File: config.mk
export PLATFORM = sky130hd
export DESIGN_NAME = rv32i_mem_arbiter_flat
export DESIGN_NICKNAME = d
export VERILOG_FILES = /design/src/rtl/rv32i_defs.sv /design/src/rtl/rv32i_mem_arbiter_if.sv /design/src/rtl/rv32i_mem_arbiter_rr_arb2.sv /design/src/rtl/rv32i_mem_arbiter.sv /design/src/flat_wrapper.sv
export SDC_FILE = /design/constraint.sdc
export NUM_CORES = 1
export LEC_CHECK = 0
export ABC_AREA = 0
export CORE_AREA = 2 2 107 109
export CTS_BUF_LIST = sky130_fd_sc_hd__clkbuf_2 sky130_fd_sc_hd__clkbuf_4 sky130_fd_sc_hd__clkbuf_8
export CTS_CLUSTER_DIAMETER = 150
export DETAILED_ROUTE_END_ITERATION = 7
export DIE_AREA = 0 0 109 111
export GPL_TIMING_DRIVEN = 0
export PLACE_DENSITY_LB_ADDON = 0.1
export SLEW_MARGIN = 20
export SYNTH_ARGS = -nofsm -noshare
export SYNTH_HDL_FRONTEND = slang
export SYNTH_SLANG_ARGS = --single-unit
File: constraint.sdc
create_clock -name clk -period 1.5 [get_ports clk]
set_input_delay 0.15 -clock clk [delete_from_list [all_inputs] [get_ports clk]]
set_output_delay 0.15 -clock clk [all_outputs]
set_load 0.01 [all_outputs]
File: src/rtl/rv32i_defs.sv
// rtl/rv32i_defs.sv - shared widths and port IDs for the RV32I memory path
package rv32i_defs;
    localparam int ADDR_W_DEF = 8;
    localparam int DATA_W_DEF = 32;

    localparam logic PORT_IF = 1'b0;
    localparam logic PORT_LS = 1'b1;
endpackage

File: src/rtl/rv32i_mem_arbiter_if.sv
// rtl/rv32i_mem_arbiter_if.sv - one requester's request/response bundle
import rv32i_defs::*;

interface rv32i_mem_arbiter_if #(
    parameter int DATA_W = DATA_W_DEF
);
    logic              req_valid;
    logic              req_ready;
    logic [31:0]       req_addr;
    logic              req_we;
    logic [DATA_W-1:0] req_wdata;
    logic              resp_valid;
    logic [DATA_W-1:0] resp_rdata;

    modport master (
        output req_valid, req_addr, req_we, req_wdata,
        input  req_ready, resp_valid, resp_rdata
    );

    modport slave (
        input  req_valid, req_addr, req_we, req_wdata,
        output req_ready, resp_valid, resp_rdata
    );
endinterface

File: src/rtl/rv32i_mem_arbiter_rr_arb2.sv
// rtl/rv32i_mem_arbiter_rr_arb2.sv - two-input round-robin grant, pointer moves on accept
import rv32i_defs::*;

module rr_arb2 (
    input  logic       clk,
    input  logic       reset,
    input  logic [1:0] req,
    input  logic       accept,
    output logic [1:0] grant
);
    logic last_grant;

    // Contention goes to whichever port did not win last time.
    always_comb begin
        grant = 2'b00;
        if (!reset) begin
            case (req)
                2'b01:   grant = 2'b01;
                2'b10:   grant = 2'b10;
                2'b11:   grant = (last_grant == PORT_LS) ? 2'b01 : 2'b10;
                default: grant = 2'b00;
            endcase
        end
    end

    always_ff @(posedge clk or posedge reset) begin
        if (reset) begin
            last_grant <= PORT_LS;
        end else if (accept) begin
            last_grant <= grant[1];
        end
    end
endmodule

File: src/rtl/rv32i_mem_arbiter.sv
// rtl/rv32i_mem_arbiter.sv - fetch/LSU sharing of one single-ported synchronous RAM
import rv32i_defs::*;

module rv32i_mem_arbiter #(
    parameter int ADDR_W = ADDR_W_DEF,
    parameter int DATA_W = DATA_W_DEF
) (
    input  logic              clk,
    input  logic              reset,
    rv32i_mem_arbiter_if.slave port0,
    rv32i_mem_arbiter_if.slave port1,
    output logic              mem_en,
    output logic              mem_we,
    output logic [ADDR_W-1:0] mem_addr,
    output logic [DATA_W-1:0] mem_wdata,
    input  logic [DATA_W-1:0] mem_rdata
);
    logic [1:0] req;
    logic [1:0] grant;
    logic       accept;
    logic       sel;
    logic       rsp_pend;
    logic       rsp_sel;
    logic       rsp_wr;
    logic       unused_addr_bits;

    assign req    = {port1.req_valid, port0.req_valid};
    assign accept = |(req & grant);
    assign sel    = grant[1];

    rr_arb2 u_arb (
        .clk    (clk),
        .reset  (reset),
        .req    (req),
        .accept (accept),
        .grant  (grant)
    );

    assign port0.req_ready = grant[0];
    assign port1.req_ready = grant[1];

    assign mem_en    = |grant;
    assign mem_we    = mem_en & (sel ? port1.req_we : port0.req_we);
    assign mem_addr  = !mem_en ? '0 :
                       sel ? port1.req_addr[ADDR_W+1:2] : port0.req_addr[ADDR_W+1:2];
    assign mem_wdata = !mem_en ? '0 : (sel ? port1.req_wdata : port0.req_wdata);

    // Byte offset and bits above the RAM depth are dropped, so addresses alias.
    assign unused_addr_bits = ^{port0.req_addr[31:ADDR_W+2], port0.req_addr[1:0],
                                port1.req_addr[31:ADDR_W+2], port1.req_addr[1:0]};

    always_ff @(posedge clk or posedge reset) begin
        if (reset) begin
            rsp_pend <= 1'b0;
            rsp_sel  <= 1'b0;
            rsp_wr   <= 1'b0;
        end else begin
            rsp_pend <= accept;
            rsp_sel  <= accept & sel;
            rsp_wr   <= accept & mem_we;
        end
    end

    // Write responses carry zero data; the strobe alone retires the store.
    assign port0.resp_valid = rsp_pend & (rsp_sel == PORT_IF);
    assign port1.resp_valid = rsp_pend & (rsp_sel == PORT_LS);
    assign port0.resp_rdata = (port0.resp_valid && !rsp_wr) ? mem_rdata : '0;
    assign port1.resp_rdata = (port1.resp_valid && !rsp_wr) ? mem_rdata : '0;
endmodule

File: src/flat_wrapper.sv
// flat-port wrapper written by rule: the top's interface ports become plain ports
module rv32i_mem_arbiter_flat 
#(
    parameter int ADDR_W = ADDR_W_DEF,
    parameter int DATA_W = DATA_W_DEF
)
  (clk, reset, mem_en, mem_we, mem_addr, mem_wdata, mem_rdata, port0_req_valid, port0_req_addr, port0_req_we, port0_req_wdata, port0_req_ready, port0_resp_valid, port0_resp_rdata, port1_req_valid, port1_req_addr, port1_req_we, port1_req_wdata, port1_req_ready, port1_resp_valid, port1_resp_rdata);
  rv32i_mem_arbiter_if #(.DATA_W(DATA_W)) port0_i ();
  rv32i_mem_arbiter_if #(.DATA_W(DATA_W)) port1_i ();
  input  logic clk;
  input  logic reset;
  output logic mem_en;
  output logic mem_we;
  output logic [ADDR_W-1:0] mem_addr;
  output logic [DATA_W-1:0] mem_wdata;
  input  logic [DATA_W-1:0] mem_rdata;
  input wire logic [$bits(port0_i.req_valid)-1:0] port0_req_valid;
  input wire logic [$bits(port0_i.req_addr)-1:0] port0_req_addr;
  input wire logic [$bits(port0_i.req_we)-1:0] port0_req_we;
  input wire logic [$bits(port0_i.req_wdata)-1:0] port0_req_wdata;
  output wire logic [$bits(port0_i.req_ready)-1:0] port0_req_ready;
  output wire logic [$bits(port0_i.resp_valid)-1:0] port0_resp_valid;
  output wire logic [$bits(port0_i.resp_rdata)-1:0] port0_resp_rdata;
  input wire logic [$bits(port1_i.req_valid)-1:0] port1_req_valid;
  input wire logic [$bits(port1_i.req_addr)-1:0] port1_req_addr;
  input wire logic [$bits(port1_i.req_we)-1:0] port1_req_we;
  input wire logic [$bits(port1_i.req_wdata)-1:0] port1_req_wdata;
  output wire logic [$bits(port1_i.req_ready)-1:0] port1_req_ready;
  output wire logic [$bits(port1_i.resp_valid)-1:0] port1_resp_valid;
  output wire logic [$bits(port1_i.resp_rdata)-1:0] port1_resp_rdata;
  assign port0_i.req_valid = port0_req_valid;
  assign port0_i.req_addr = port0_req_addr;
  assign port0_i.req_we = port0_req_we;
  assign port0_i.req_wdata = port0_req_wdata;
  assign port0_req_ready = port0_i.req_ready;
  assign port0_resp_valid = port0_i.resp_valid;
  assign port0_resp_rdata = port0_i.resp_rdata;
  assign port1_i.req_valid = port1_req_valid;
  assign port1_i.req_addr = port1_req_addr;
  assign port1_i.req_we = port1_req_we;
  assign port1_i.req_wdata = port1_req_wdata;
  assign port1_req_ready = port1_i.req_ready;
  assign port1_resp_valid = port1_i.resp_valid;
  assign port1_resp_rdata = port1_i.resp_rdata;
  rv32i_mem_arbiter #(.ADDR_W(ADDR_W), .DATA_W(DATA_W)) u_core (.clk(clk), .reset(reset), .port0(port0_i), .port1(port1_i), .mem_en(mem_en), .mem_we(mem_we), .mem_addr(mem_addr), .mem_wdata(mem_wdata), .mem_rdata(mem_rdata));
endmodule
==> impl_metrics.yaml, run 1 <==
run_status:
  status: "complete, but fails checks"
  violations: "negative setup slack"
yosys:
  synth_area_um2: 1340
  ys_warn_count: 0
  netlist_instances: 227
  syn_avg_cell_area_um2: 5.90
  ys_ff_latch: 4
  ys_types: 15
  ys_seq_area_share_pct: 7.56
  synth_fp_nets: 393
grt:
  track_usage_pct: 12.6
  gr-total-overflow: 0
  grt_pass1_wl_um: 12400
  grt_pass1_vias: 2568
  grt_max_degree: 11
  antenna_found_initial: 1
setup_path:
  r2r-start: "u_core.u_arb.last_grant$_DFFE_PP1P_"
  path_max_fanout: 7
  setup.worst_path.end_class: "output port"
  crit_type: "flop to output port"
  arrival_ps: 1570
  r2r_cells: 5
  cp.required_ps: 1350
  cp-start-kind: "flop"
  r2r-end: "u_core.rsp_wr$_DFF_PP0_"
  reg2reg_setup_slack_ps: 230
sta:
  hold_viol: 0
  max_slew_margin_pct: 70.1
  worst_pin_slew_ps: 449
  fin_crit_sh_pct: 115
  setup_tns_ps: -5880
  fmaxAchievable_mhz: 580
  rsz0062_at_grt: "yes"
  setup_ws_ps: -224
  finalSetupViolations: 43
  finClkSkew_ps: 3.64
  final_max_slew_viol_count: 0
  period_minus_slack_ps: 1720
route:
  drt_iter0_markers: 89
  num_vias: 2549
  firstDrtPassIters: 4
  avgRoutedWirePerCell_um: 13.9
  viasPerCell: 4.18
  drtAntennaViolNets: 0
  totalWireLength_um: 8450
  drc: 0
power_and_ir_drop:
  p_per_area_nw_per_um2: 436
  power.switching_fraction_pct: 36.6
  pwr-share-clk_pct: 16.2
  power.switching_mw: 0.577
  p_leak_nw: 1.74
  pwr-share-comb_pct: 74.7
  p_int_mw: 1.00
  seqPwrFrac_pct: 9.0
  ir_drop_mv: 0.199
cells_and_area:
  final_cell_mix: "115 x clkdlybuf4s50_1, 108 x nor2_1, 73 x buf_2"
  n_fill_cell: 1286
  syn2layout_area_growth_pct: 170
  final_common_cell: "clkdlybuf4s50_1"
  final-seq-area_um2: 104
  multi_input_area_um2: 1110
  post-route-util_pct: 32.6
  drive_gt1_share_pct: 33.5
  fin_nets: 633
placed_design:
  place_congestion: 0.759
  io_buffers: 225
  detailed_place_hpwl_um: 6780
floorplan:
  initial_utilization_pct: 12.1
  ioPinCount: 276
  rows: 39
  coreArea_um2: 11100
  fp.dieArea_um2: 12100
  fp.dieW_um: 109
  die_y_um: 111
clocking:
  cts_tree: "done"
  clockBufferDepth: 2
  cts.sinks: 4
  clkTransAtPathRegs_ps: 30
  clk_latency_ps: 220
  ctsRootBufferMaster: "clkbuf_8"
  numCtsBuffers: 3
  htreeDepth: 1
job:
  drv_cap: 0
worst_hold_path:
  min_path_type: "input port to async pin"
kinds of logic (layout without fill, tap and decap cells):
family / Yosys count / in the layout / synth area share, %
AOI/OAI and AO/OA: 44 / 44 / 29.0
buffers and inverters: 32 / 271 / 15.3
DFF: 4 / 4 / 7.56
and+or+nand+nor: 147 / 147 / 48.1
other: 0 / 1 / 0
worst max-delay path, cell delays in order (launching register included):
cell and delay [ps]:
dfstp_2 570, nand2b_4 210, buf_4 130, buf_6 100
a32oi_2 110, nor2_1 90, buf_2 140
worst max-delay path by stage:
stage / from / endpoint / slack, ps / cells past startpoint
after floorplan: u_core.u_arb.last_grant$_DFFE_PP1P_ / mem_wdata[31] / 180 / 5
after global placement: port1_req_valid / mem_wdata[15] / -660 / 6
after detailed placement: port1_req_valid / mem_wdata[15] / -690 / 6
after CTS: u_core.u_arb.last_grant$_DFFE_PP1P_ / mem_wdata[15] / -290 / 6
after global routing: u_core.u_arb.last_grant$_DFFE_PP1P_ / mem_wdata[26] / -290 / 6
final: u_core.u_arb.last_grant$_DFFE_PP1P_ / mem_wdata[26] / -220 / 6
synthesized netlist by cell type:
library cell	n	area [um2]
clkbuf_1	11	41.3
buf_6	10	113
buf_2	8	40.0
dfstp_2	1	26.3
a31oi_1	1	6.26
a21boi_4	1	18.8
and3_1	1	6.26
dfrtp_1	3	75.1
nand2_1	1	3.75
and2_1	2	12.5
nor2_1	109	409
a21oi_1	1	5.00
inv_1	3	11.3
a32oi_1	41	359
nand2b_1	34	213
metrics by stage:
stage / cells / instance area (um2) / power, mW / setup slack [ps] / hold slack (ps)
3_3_place_gp: 595 / 3770 / 1.33 / -660 / 180
2_1_floorplan: 227 / 1340 / 0.623 / 183 / 106
4_1_cts: 606 / 3910 / 1.59 / -289 / 128
5_1_grt: 610 / 3610 / 1.69 / -289 / 187
3_5_place_dp: 595 / 3770 / 1.33 / -687 / 188
6_report: 610 / 3610 / 1.58 / -224 / 133
power by group through the flow:
stage | combinational (mW) | sequential, mW | clock [mW]
floorplan | 0.490 | 0.134 | 0
global route | 1.27 | 0.144 | 0.273
CTS | 1.19 | 0.140 | 0.263
detailed placement | 1.19 | 0.137 | 0
global placement | 1.19 | 0.137 | 0
finish | 1.18 | 0.142 | 0.256
per-layer routing:
layer  vias up  track usage, %  wire (um)
met5         -               0          0
met4         0            1.54         53
met3         6            4.29       1120
met2       163            25.1       4230
met1      1115            12.4       3050
li1       1265               -          -
what timing repair did:
action,4_1_cts,5_1_grt
pin swaps,4,9
endpoints found under the hold margin,3,0
endpoints found under the setup margin,110,102
hold buffers,1,0
gates resized for setup,341,102
setup buffers,5,4
cloned,2,1
registers in the layout (all words and copies together), names as in the netlist:
register,cells
u_core.rsp_sel,1
u_core.rsp_wr,1
u_core.u_arb.last_grant,1
u_core.rsp_pend,1
cell type report:
class                           instances  area share, %
Multi-Input combinational cell        191           30.6
Timing Repair Buffer                  237           52.3
Sequential cell                         4           2.87
Inverter                                3          0.312
Antenna cell                            1         0.0692
Tap cell                              143           4.95
Clock buffer                            4           1.35
Buffer                                 27           7.55
Note: power is estimated with default switching activity, not from simulation.
==> run 2: changes to the inputs <==
Settings changed: CORE_AREA 2 2 107 109 to 2 2 106 108, DIE_AREA 0 0 109 111 to 0 0 108 110, HOLD_SLACK_MARGIN from default to 0.02, REMOVE_ABC_BUFFERS from default to 1, SYNTH_HIERARCHICAL from default to 1.
==> impl_metrics.yaml, run 2 <==
floorplan:
  fp.dieArea_um2: 11900
  initial_utilization_pct: 11.0
  rows: 38
  coreArea_um2: 10700
  fp.dieW_um: 108
  die_y_um: 110
  ioPinCount: 276
run_status:
  status: "complete, but fails checks"
  violations: "negative setup slack"
grt:
  grt_pass1_wl_um: 13200
  antenna_found_initial: 0
  track_usage_pct: 14.3
  grt_pass1_vias: 2474
  grt_max_degree: 22
  gr-total-overflow: 0
yosys:
  ys_types: 21
  ys_seq_area_share_pct: 8.64
  ys_ff_latch: 4
  post-synth-top-count-cell: "nor2_1"
  syn_avg_cell_area_um2: 6.37
  synth-async-reset-ratio_pct: 100
  yosys.area.top_type_share_pct: 29.9
  synth.top_cells.by_count: "64 x nor2_1, 40 x a22o_1, 34 x nand2b_1, 8 x buf_6, 7 x nand2_1"
  netlist_instances: 184
  synth-edff-count: 0
  synth_top_cells_by_area: "a22o_1 30%, nor2_1 20%, nand2b_1 18%, buf_6 7.7%, dfrtp_1 6.4%"
  ys_warn_count: 6
  ys.flop_type: "dfrtp_1"
  yosysTopAreaCell: "a22o_1"
  synth_area_um2: 1170
setup_path:
  crit_chain: "nand2b_1 -> and3_4 -> nor2b_4 -> buf_4 -> buf_4 -> a22o_1 -> buf_2"
  setup.worst_path.end_class: "output port"
  cp-start-kind: "flop"
  cpMostUsedCell: "buf_4"
  cpPeakStageDelay_ps: 530
  path_max_fanout: 7
  crit_type: "flop to output port"
  arrival_ps: 1740
  reg2reg_setup_slack_ps: -40
  startpoint: "u_core/u_arb/last_grant$_DFFE_PP1P_"
  worst_path_max_delay_cell: "dfstp_2"
  r2r-start: "u_core/u_arb/last_grant$_DFFE_PP1P_"
  cp.required_ps: 1350
clocking:
  htreeDepth: 1
  ctsHoldBuffers: 0
  clk_latency_ps: 220
  numCtsBuffers: 3
  ctsRootBufferMaster: "clkbuf_8"
  cts.sinks: 4
  cts_tree: "done"
  clkTransAtPathRegs_ps: 30
  clockBufferDepth: 2
sta:
  setup_ws_ps: -385
  period_minus_slack_ps: 1890
  hold_viol: 0
  final_max_slew_viol_count: 0
  fin_crit_sh_pct: 126
  finClkSkew_ps: 0.415
  rsz0062_at_grt: "yes"
  fmaxAchievable_mhz: 530
  worst_pin_slew_ps: 226
  max_slew_margin_pct: 85.0
  finalSetupViolations: 45
route:
  drc: 0
  firstDrtPassIters: 4
  drtAntennaViolNets: 0
  num_vias: 2379
  drt_iter0_markers: 68
  totalWireLength_um: 9230
  avgRoutedWirePerCell_um: 15.9
  viasPerCell: 4.10
power_and_ir_drop:
  pwr-share-comb_pct: 73.2
  pwr-share-clk_pct: 17.7
  p_per_area_nw_per_um2: 396
  ir_drop_mv: 0.221
  power.switching_fraction_pct: 32.8
  power.switching_mw: 0.481
  seqPwrFrac_pct: 9.1
  p_int_mw: 0.984
  p_leak_nw: 1.86
cells_and_area:
  final_cell_area_um2: 3700
  drive_gt1_share_pct: 39.5
  post-route-util_pct: 34.6
  diodes: 0
  final_common_cell: "clkdlybuf4s50_1"
  syn2layout_area_growth_pct: 215
  fin_nets: 607
  final_cell_mix: "115 x clkdlybuf4s50_1, 92 x buf_2, 61 x nor2_1"
job:
  drv_cap: 0
placed_design:
  io_buffers: 227
  place_area_um2: 3510
  place_congestion: 0.697
  detailed_place_hpwl_um: 6050
  post-place-ws_ps: -1580
worst_hold_path:
  min_path_type: "input port to async pin"
-- run 2: kinds of logic after synthesis --
kind of cell,count (synthesis),share of synthesized area [%]
compound gates,43,31.6
simple gates,113,45.8
flops,4,8.64
mux,1,0.854
buf+inv,23,13.1
-- run 2: worst max-delay path: cells and delay by family (launching register included) --
kind | cells | cell delay (ps)
AOI/OAI and AO/OA | 1 | 100
buffers and inverters | 3 | 350
DFF | 1 | 530
and+or+nand+nor | 3 | 530
-- run 2: path summary, 6_finish.rpt --
| path | endpoint | cells after the start |
|---|---|---|
| min reg2reg | u_core/u_arb/last_grant$_DFFE_PP1P_ | 2 |
| min in group clk | u_core/rsp_wr$_DFF_PP0_ | 3 |
| max reg2reg | u_core/u_arb/last_grant$_DFFE_PP1P_ | 7 |
| max | mem_wdata[11] | 7 |
| max in group asynchronous | u_core/u_arb/last_grant$_DFFE_PP1P_ | 2 |
| min | u_core/rsp_wr$_DFF_PP0_ | 2 |
-- run 2: timing repair --
item                                   in CTS  in global routing
gates cloned                               10                  0
pin swaps                                   6                  4
gates resized for setup                   437                 58
endpoints found under the hold margin       0                  0
setup buffers                              31                  3
setup endpoints to repair                 112                 83
-- run 2: layout make-up --
cell class              instances  area (um2)
fillers                      1172        7000
repair buffers                265        2290
multi-input cells             163        1060
well taps                     140         175
flip-flops and latches          4         108
clock buffers                   4        48.8
inverters                       4        15.0
-- run 2: power by group through the flow --
stage	logic, mW	registers, mW	clock network [mW]
6_report	1.07	0.133	0.260
5_1_grt	1.16	0.134	0.278
4_1_cts	1.05	0.133	0.268
3_5_place_dp	0.943	0.138	0
3_3_place_gp	0.944	0.136	0
2_1_floorplan	0.306	0.130	0
-- run 2: per-stage QoR --
step                      total power [mW]  TNS [ps]  std cells  hold slack [ps]
final                                 1.46    -13640        580              163
after global routing                  1.57    -16870        580              180
after floorplan                      0.436    -32260        165            -96.4
after CTS                             1.45    -13890        578              167
after global placement                1.08   -137960        532              368
after detailed placement              1.08    -85010        533              374
-- run 2: per-layer routing --
metal	share of wire, %	global-route usage, %	wire length [um]	vias to the layer above
met1	33	13.6	3080	1062
met4	0.96	2.93	89	0
li1	-	-	-	1142
met2	50	28.3	4610	167
met3	16	6.35	1450	8
met5	0	0	0	-
